`src/rtl/dbg_run_sched.sv`:
```
// Run-control scheduler for the debug core: arbitrates halt/step/resume requests and drives the
// glitch-free clock gate that produces dbg_clk from sys_clk.
module dbg_run_sched #(
  parameter int unsigned CNT_W  = 32,
  parameter int unsigned STEP_W = 8
) (
  input  logic              sys_clk,
  input  logic              dbg_rst,
  input  logic              halt_stb,
  input  logic              step_stb,
  input  logic              resume_stb,
  input  logic [STEP_W-1:0] step_count,
  input  logic              ext_halt_req,
  input  logic              bkpt_en,
  input  logic [CNT_W-1:0]  bkpt_cycle,
  output logic              dbg_clk,
  output logic              halted,
  output logic              stepping,
  output logic [1:0]        halt_cause,
  output logic [CNT_W-1:0]  cycle_cnt
);

  typedef enum logic [1:0] {StRun, StHalt, StStep} state_e;

  localparam logic [1:0] CauseNone = 2'b00;
  localparam logic [1:0] CauseJtag = 2'b01;
  localparam logic [1:0] CauseExt  = 2'b10;
  localparam logic [1:0] CauseBkpt = 2'b11;

  state_e              state_q, state_d;
  logic                clk_en_q, clk_en_d;
  logic                clk_gate_q;
  logic [CNT_W-1:0]    cycle_cnt_q, cycle_cnt_d;
  logic [1:0]          halt_cause_q, halt_cause_d;
  logic [STEP_W-1:0]   step_rem_q, step_rem_d;
  logic                bkpt_armed_q, bkpt_armed_d;
  logic                bkpt_en_q;
  logic                bkpt_hit;

  assign bkpt_hit = (state_q == StRun) & bkpt_armed_q & (cycle_cnt_q == bkpt_cycle);

  always_comb begin
    bkpt_armed_d = bkpt_armed_q;
    if (!bkpt_en) begin
      bkpt_armed_d = 1'b0;
    end else if (!bkpt_en_q) begin
      bkpt_armed_d = 1'b1;
    end else if (bkpt_hit) begin
      bkpt_armed_d = 1'b0;
    end
  end

  // Counts the pulse that actually reaches dbg_clk at this edge.
  always_comb begin
    cycle_cnt_d = cycle_cnt_q;
    if (clk_gate_q) begin
      cycle_cnt_d = cycle_cnt_q + CNT_W'(1);
    end
  end

  always_comb begin
    state_d      = state_q;
    clk_en_d     = clk_en_q;
    halt_cause_d = halt_cause_q;
    step_rem_d   = step_rem_q;
    unique case (state_q)
      StRun: begin
        if (halt_stb || bkpt_hit || ext_halt_req) begin
          state_d  = StHalt;
          clk_en_d = 1'b0;
          if (halt_stb) begin
            halt_cause_d = CauseJtag;
          end else if (bkpt_hit) begin
            halt_cause_d = CauseBkpt;
          end else begin
            halt_cause_d = CauseExt;
          end
        end
      end
      StHalt: begin
        if (step_stb) begin
          state_d    = StStep;
          clk_en_d   = 1'b1;
          step_rem_d = (step_count == '0) ? STEP_W'(1) : step_count;
        end else if (resume_stb && !ext_halt_req) begin
          state_d      = StRun;
          clk_en_d     = 1'b1;
          halt_cause_d = CauseNone;
        end
      end
      StStep: begin
        step_rem_d = step_rem_q - STEP_W'(1);
        if (halt_stb) begin
          state_d      = StHalt;
          clk_en_d     = 1'b0;
          halt_cause_d = CauseJtag;
        end else if (step_rem_q == STEP_W'(1)) begin
          state_d  = StHalt;
          clk_en_d = 1'b0;
        end
      end
      default: begin
        state_d  = StRun;
        clk_en_d = 1'b1;
      end
    endcase
  end

  always_ff @(posedge sys_clk or negedge dbg_rst) begin
    if (!dbg_rst) begin
      state_q      <= StRun;
      clk_en_q     <= 1'b1;
      cycle_cnt_q  <= '0;
      halt_cause_q <= CauseNone;
      step_rem_q   <= '0;
      bkpt_armed_q <= 1'b0;
      bkpt_en_q    <= 1'b0;
    end else begin
      state_q      <= state_d;
      clk_en_q     <= clk_en_d;
      cycle_cnt_q  <= cycle_cnt_d;
      halt_cause_q <= halt_cause_d;
      step_rem_q   <= step_rem_d;
      bkpt_armed_q <= bkpt_armed_d;
      bkpt_en_q    <= bkpt_en;
    end
  end

  // Gate updates while sys_clk is low so dbg_clk never sees a partial pulse.
  always_ff @(negedge sys_clk or negedge dbg_rst) begin
    if (!dbg_rst) begin
      clk_gate_q <= 1'b1;
    end else begin
      clk_gate_q <= clk_en_q;
    end
  end

  assign dbg_clk    = sys_clk & clk_gate_q;
  assign halted     = (state_q == StHalt);
  assign stepping   = (state_q == StStep);
  assign halt_cause = halt_cause_q;
  assign cycle_cnt  = cycle_cnt_q;

endmodule

```
`config.mk`:
```
export PLATFORM = sky130hd
export DESIGN_NAME = dbg_run_sched
export DESIGN_NICKNAME = d
export VERILOG_FILES = /design/src/rtl/dbg_run_sched.sv
export SDC_FILE = /design/constraint.sdc
export NUM_CORES = 1
export LEC_CHECK = 0
export ABC_AREA = 1
export CORE_MARGIN = 2
export CORE_UTILIZATION = 40
export DETAILED_ROUTE_END_ITERATION = 12
export GPL_ROUTABILITY_DRIVEN = 0
export MAX_ROUTING_LAYER = met4
export PLACE_DENSITY_LB_ADDON = 0.12
export REMOVE_ABC_BUFFERS = 1
export SYNTH_ARGS = -nofsm -noshare
export SYNTH_HDL_FRONTEND = slang
export SYNTH_SLANG_ARGS = --single-unit
```
`constraint.sdc`:
```
create_clock -name sys_clk -period 3.2 [get_ports sys_clk]
set_clock_uncertainty 0.2 [all_clocks]
set_input_delay 0.64 -clock sys_clk [delete_from_list [all_inputs] [get_ports sys_clk]]
set_output_delay 0.64 -clock sys_clk [all_outputs]
set_load 0.01 [all_outputs]
```
# Word-level counts from Yosys, hierarchy flattened
# Index checks and enable logic that the tools add are counted.
# classes
n_addsub	2
multipliers	0
div	0
order_cmp	0
eq_ne	12
shifts	0
muxes	24
n_bitwise	3
reduce_logical	11
# op_table
operator	n
adder 32 x 1 -> 32 bit, second input constant	1
equality test 32 bit	1
2-to-1 mux 2 bit	9
2-to-1 mux 8 bit	2
case mux 8 bit (2 select lines)	1
case mux 2 bit (3 select lines)	2
2-to-1 mux 1 bit	9
!= test 3 x 2 -> 1 bit, second input constant	3
equality test 8 x 1 -> 1 bit, second input constant	1
zero test 8 bit	1
subtractor 8 x 1 -> 8 bit, second input constant	1
!= test 2 bit, second input constant	3
AND reduction 5 bit	1
!= test 2 x 1 -> 1 bit, second input constant	2
bitwise AND 1 bit	3
case mux 1 bit (3 select lines)	1
AND reduction 3 bit	1
nonzero test 3 bit	1
equality test 2 x 1 -> 1 bit, second input constant	1
equality test 2 bit, second input constant	1
zero test 2 bit	1
logical OR 1 bit	2
AND reduction 2 bit	1
nonzero test 2 bit	1
other kinds (2)	2
# word_totals
reg_bits	48
latchBits	0
mem_bits_rw	0
romBits	0
input_bits	47
out_inout_bits	37
elab_cells	60
n_memories	0

# Depth between registers and ports, before layout
# Gate-level depths: netlist of run 1.
# depth
depth_word	7
mapped_depth	14

==> results by group, run 1 <==
Status
  • Status: complete, but fails checks
  • Failing checks: negative setup slack

Global route
  • Met3 usage: 3.88%
  • All-Layer GR Usage: 22.0%
  • GR peak layer: met2
  • Met2 GRT Util: 34.5%
  • Initial antenna violation count: 0
  • Largest net degree at the start of global routing: 48
  • First-pass GRT wire length: 16.5 mm
  • Vias in the first global route: 3470
  • Aggregate global routing overflow: 0
  • Met1 Use GR: 29.9%

Detailed routing
  • Routed via count: 3536
  • Post-route ant nets: 0
  • Via density: 4.75
  • Avg WL per Cell: 13.5 microns
  • Initial DRC count: 139
  • Drc violations: 0
  • DRT Pass-1 Iters: 4
  • Drt total wl: 10.0 mm

Worst setup path
  • WP data required: 3310 ps
  • Worst setup EP type: flop
  • Worst setup SP type: flop
  • R2R setup slack: -510 ps
  • Reg-to-Reg End: cycle_cnt[10]
  • Worst EP arrival: 3820 ps
  • Reg2reg start: clk_gate_q
  • Critical setup path kind: reg2reg
  • Reg2Reg Depth: 11
  • CP Max Fanout: 3

Synthesis
  • Yosys reg bits: 48
  • Sequential area share after synthesis: 34.4%
  • Netlist Area Pre-Place: 0.00350 sq mm
  • Synth Area per Inst: 6.85 sq um
  • Ys Warns: 0
  • Cells after synthesis: 511
  • Netlist cell types: 35

Timing
  • Hold_ws: 202 ps
  • Worst Setup Slack, final: -511 ps
  • Slew @ Worst Pin: 611 ps
  • Final Hold Viols: 0
  • Worst slew margin: 59.0%
  • RSZ-0062 raised after global routing: true
  • Setup TNS: -9610 ps
  • Fin. max-slew vios: 0
  • Setup Viol. Count Final: 29

Job
  • Max-cap violations: 0

Layout
  • Final std cells w/o fill: 744
  • Nets: 689
  • Area Growth Syn to Fin: 41.4%
  • Fraction of layout cells with a size suffix above 1: 12.3%
  • Area of the multi-input gates: 0.00192 sq mm
  • Sequential Area: 0.00120 sq mm
  • Design area: 0.00495 sq mm
  • Final core occ: 57.6%
  • Filler cells: 811
  • Ant. Diodes: 0

Power and ir drop
  • Static Leak: 2.55 nW
  • Worst vdd ir: 0.000458 V
  • Pwr Density: 497 mW/mm^2
  • Pwr Total: 2.46 mW

Hold path
  • Hold Path Class: in2async

CTS
  • CTS clock-pin slew for the worst setup and hold paths: 100 ps
  • CTS tree: built
  • Worst-skew pair later-pin latency: 470 ps
  • Hold buffers post-CTS: 0

Die
  • Core ar.: 0.00859 sq mm
  • Row count: 34
  • Chip height: 97.5 microns
  • Num ports: 84
  • Initial Utilization: 40.7%
  • Die width: 97.5 microns
  • Die area: 0.00951 sq mm

Place
  • Post-Place Cells: 717
  • Port buffer count: 83
  • Minimum setup slack after placement: -371 ps
  • DP HPWL: 7.82 mm
  • Cell Area, Placed: 0.00457 sq mm
## timing repair
| action | in CTS | in global routing |
|---|---|---|
| pin swaps | 5 | 6 |
| setup endpoints to repair | 27 | 29 |
| buffers inserted | 9 | 8 |
| gates resized for setup | 19 | 10 |
## cells in the mapped netlist
library cell	count	area share, %
nand2_1	156	17
inv_1	108	12
dfrtp_1	46	33
nor2_1	41	4.4
xor2_1	31	7.8
nand3_1	28	4.0
o21ai_0	15	2.1
a21oi_1	12	1.7
nand4_1	12	2.1
nor3_1	11	1.6
ha_1	7	2.5
xnor2_1	6	1.5
nor2_2	5	0.89
nor2_4	4	1.3
nand2_4	3	0.97
o211ai_1	3	0.64
a21boi_0	2	0.43
dfstp_2	2	1.5
nand3_2	2	0.57
nand3_4	2	1.0
a22oi_1	1	0.21
and2_1	1	0.18
buf_4	1	0.21
buf_6	1	0.32
clkbuf_1	1	0.11
clkinv_1	1	0.11
inv_2	1	0.11
nand2_2	1	0.18
nand3b_1	1	0.21
nand4_2	1	0.36
nor2_8	1	0.57
nor3b_1	1	0.21
nor4_1	1	0.18
nor4_4	1	0.61
o22ai_1	1	0.18
## routing by layer
metal | routed length (microns) | vias to the layer above
met5 | 0 | -
met4 | 125 | 0
met3 | 521 | 11
met2 | 4670 | 97
met1 | 4710 | 1626
li1 | - | 1802
## area by class of cell
class | instances | share of cell area, %
multi-input combinational | 350 | 38.8
sequential | 48 | 24.3
timing repair buffer | 116 | 22.6
inverter | 108 | 8.19
tap | 108 | 2.73
clock buffer | 9 | 2.33
clock inverter | 5 | 1.01
## placed cells by master (no fill, tap or decap), drive strengths merged, types with 6 or more instances in the layout
| master | Yosys | final |
|---|---|---|
| a21oi | 12 | 12 |
| buf | 2 | 36 |
| clkbuf | 1 | 8 |
| clkdlybuf4s50 | 0 | 81 |
| dfrtp | 46 | 46 |
| ha | 7 | 7 |
| inv | 109 | 109 |
| nand2 | 160 | 160 |
| nand3 | 32 | 32 |
| nand4 | 13 | 13 |
| nor2 | 51 | 51 |
| nor3 | 11 | 11 |
| o21ai | 15 | 15 |
| xnor2 | 6 | 6 |
| xor2 | 31 | 31 |
## worst max path at each step
stage | from | to | cells past startpoint | slack [ps]
6_report | clk_gate_q | cycle_cnt[10] | 11 | -510
5_1_grt | clk_gate_q | cycle_cnt[30] | 11 | -590
4_1_cts | clk_gate_q | cycle_cnt[30] | 11 | -470
3_5_place_dp | clk_gate_q | cycle_cnt[30] | 10 | -370
3_3_place_gp | clk_gate_q | dbg_clk | 3 | -350
2_1_floorplan | clk_gate_q | cycle_cnt[25] | 8 | -250
## registers in the layout, indices dropped and copies added, names as in the netlist
| name | count |
|---|---|
| cycle_cnt | 32 |
| step_rem_q | 8 |
| halt_cause | 2 |
| state_q | 2 |
| bkpt_armed_q | 1 |
| bkpt_en_q | 1 |
| clk_en_q | 1 |
| clk_gate_q | 1 |
## report_power, final
part	internal [mW]	switching [mW]	total, mW
Combinational	0.466	0.543	1.01
Sequential	0.740	0.137	0.878
Clock	0.321	0.252	0.573
## worst max-delay path, stage by stage (launching register included)
cell,delay (ps)
dfstp_2,530
buf_6,90
buf_6,90
nand3_4,80
nor2_4,120
nand3_4,100
nor2_8,160
nand2_4,70
buf_4,140
buf_6,100
buf_4,120
xor2_1,130
## logic make-up (layout without fill, tap and decap cells)
kind of cell | count (synthesis) | in the layout | synth area share [%]
AO/OA/AOI/OAI | 34 | 34 | 5.33
XOR/XNOR | 37 | 37 | 9.26
adder cells (fa/ha/maj) | 7 | 7 | 2.50
buffers and inverters | 113 | 238 | 12.4
flip-flops | 48 | 48 | 34.4
AND/OR/NAND/NOR | 272 | 272 | 36.1
Power figures use the tool's default switching activity.
==> inputs of run 2 (changes only) <==
- MAX_ROUTING_LAYER: met4 -> not set
==> results by group, run 2 (synthesized netlist as in run 1, its figures left out) <==
CTS
  • Worst-skew pair later-pin latency: 470 ps (about the same)
  • CTS tree: built
  • Hold buffers post-CTS: 0 (unchanged)
  • CTS clock-pin slew for the worst setup and hold paths: 100 ps (about the same)

Power and ir drop
  • Seq pwr share: 35.7% (about the same)
  • Sw frac: 37.9% (about the same)
  • Switching component of the power: 931 uW (-0.12%)
  • Pwr Density: 497 mW/mm^2 (about the same)
  • Internal Power: 1.53 mW (about the same)
  • Worst vdd ir: 0.000457 V (about the same)
  • Comb power frac: 41.1% (about the same)
  • Static Leak: 2.55 nW (unchanged)
  • Clock share of power: 23.3% (about the same)

Place
  • DP HPWL: 7.82 mm (unchanged)
  • Minimum setup slack after placement: -371 ps (unchanged)
  • Port buffer count: 83 (unchanged)
  • Post-Place Cells: 717 (unchanged)

Die
  • Initial Utilization: 40.7% (unchanged)
  • Core ar.: 0.00859 sq mm (unchanged)
  • Die width: 97.5 microns (unchanged)
  • Die area: 0.00951 sq mm (unchanged)
  • Num ports: 84 (unchanged)
  • Chip height: 97.5 microns (unchanged)
  • Row count: 34 (unchanged)

Worst setup path
  • WP data required: 3300 ps (about the same)
  • Worst setup EP type: flop
  • Critical setup path kind: reg2reg
  • CP Max Fanout: 3 (unchanged)
  • Worst EP arrival: 3820 ps (about the same)
  • Worst setup SP type: flop
  • R2R setup slack: -510 ps (about the same)

Timing
  • Fin. max-slew vios: 0 (unchanged)
  • Setup TNS: -9650 ps (-43.1 ps)
  • Final Hold Viols: 0 (unchanged)
  • Setup Viol. Count Final: 29 (unchanged)
  • Worst slew margin: 58.5% (-0.41 points)
  • Slew @ Worst Pin: 617 ps (+6.04 ps)
  • Worst Setup Slack, final: -514 ps (-2.68 ps)
  • RSZ-0062 raised after global routing: true
  • Hold_ws: 205 ps (+2.59 ps)

Detailed routing
  • Avg WL per Cell: 13.4 microns (-0.21%)
  • Initial DRC count: 171 (+23%)
  • DRT Pass-1 Iters: 4 (unchanged)
  • Routed via count: 3533 (-0.085%)
  • Post-route ant nets: 0 (unchanged)
  • Via density: 4.75 (about the same)
  • Drc violations: 0 (unchanged)
  • Drt total wl: 10.0 mm (-0.21%)

Global route
  • Largest net degree at the start of global routing: 48 (unchanged)
  • Initial antenna violation count: 0 (unchanged)
  • All-Layer GR Usage: 21.4% (-0.62 points)
  • First-pass GRT wire length: 16.5 mm (unchanged)
  • Aggregate global routing overflow: 0 (unchanged)
  • Vias in the first global route: 3466 (-0.12%)

Layout
  • Final std cells w/o fill: 744 (unchanged)
  • Most frequent cells in the layout: nand2_1 (153), inv_1 (108), clkdlybuf4s50_1 (81)
  • Max FFs per register: 32 (unchanged)
  • Ant. Diodes: 0 (unchanged)
  • Area Growth Syn to Fin: 41.4% (unchanged)
  • Most common cell after layout, fill and taps aside: nand2_1
  • Nets: 689 (unchanged)
  • Fraction of layout cells with a size suffix above 1: 12.3% (unchanged)
  • Filler cells: 811 (unchanged)

Job
  • Max-cap violations: 0 (unchanged)

Status
  • Failing checks: negative setup slack
  • Status: complete, but fails checks

Hold path
  • Hold Path Class: in2async
## run 2: area by class of cell
cell class	count	area (sq um)	share of cell area, %
Tap cell	108	135	2.73
Sequential cell	48	1200	24.3
Clock inverter	5	50.0	1.01
Timing Repair Buffer	116	1120	22.6
Multi-Input combinational cell	350	1920	38.8
Inverter	108	405	8.19
Clock buffer	9	115	2.33
## run 2: power groups by stage
stage	Combinational (mW)	Sequential [mW]	Clock, mW
after floorplan	0.554	0.890	0.0157
after global placement	0.930	0.884	0.0319
after detailed placement	0.945	0.885	0.0319
after CTS	0.995	0.878	0.594
after global routing	1.15	0.901	0.618
final	1.01	0.877	0.572
## run 2: worst paths after layout
kind | to | cells after the start | startpoint
worst max-delay path | cycle_cnt[10] | 11 | clk_gate_q
worst min-delay path | cycle_cnt[12] | 2 | dbg_rst
worst max register to register | cycle_cnt[10] | 11 | clk_gate_q
worst min register to register | bkpt_armed_q | 1 | bkpt_en_q
max in group asynchronous | clk_gate_q | 1 | dbg_rst
min in group sys_clk | bkpt_armed_q | 1 | bkpt_en_q
## run 2: timing repair
action,4_1_cts,5_1_grt
gates resized for setup,19,10
endpoints found under the setup margin,27,29
setup buffers,9,8
pin swaps,5,6
## run 2: critical path: stages, from the launching register on
cell and delay (ps):
dfstp_2 530, buf_6 90, buf_6 90, nand3_4 80
nor2_4 120, nand3_4 100, nor2_8 160, nand2_4 70
buf_4 140, buf_6 100, buf_4 120, xor2_1 130
## run 2: through the flow
step	utilization, %	area (sq um)	power (mW)
after detailed placement	53.2	4570	1.86
after floorplan	-	3480	1.46
after global routing	57.6	4950	2.67
after CTS	56.5	4850	2.47
after global placement	53.2	4570	1.85
final	57.6	4950	2.46
## run 2: routing by layer
layer  part of all wire [%]  track usage [%]  vias up
met5                      0                0        -
met4                    1.1             5.02        0
met3                    5.4             4.03       11
met2                     47             34.4       96
met1                     47             29.9     1626
li1                       -                -     1800
==> inputs of run 3 (changes only) <==
- SLEW_MARGIN: not set -> 20
==> results of run 3 <==
Final layout, timing and power as in run 2 (identical DEF).
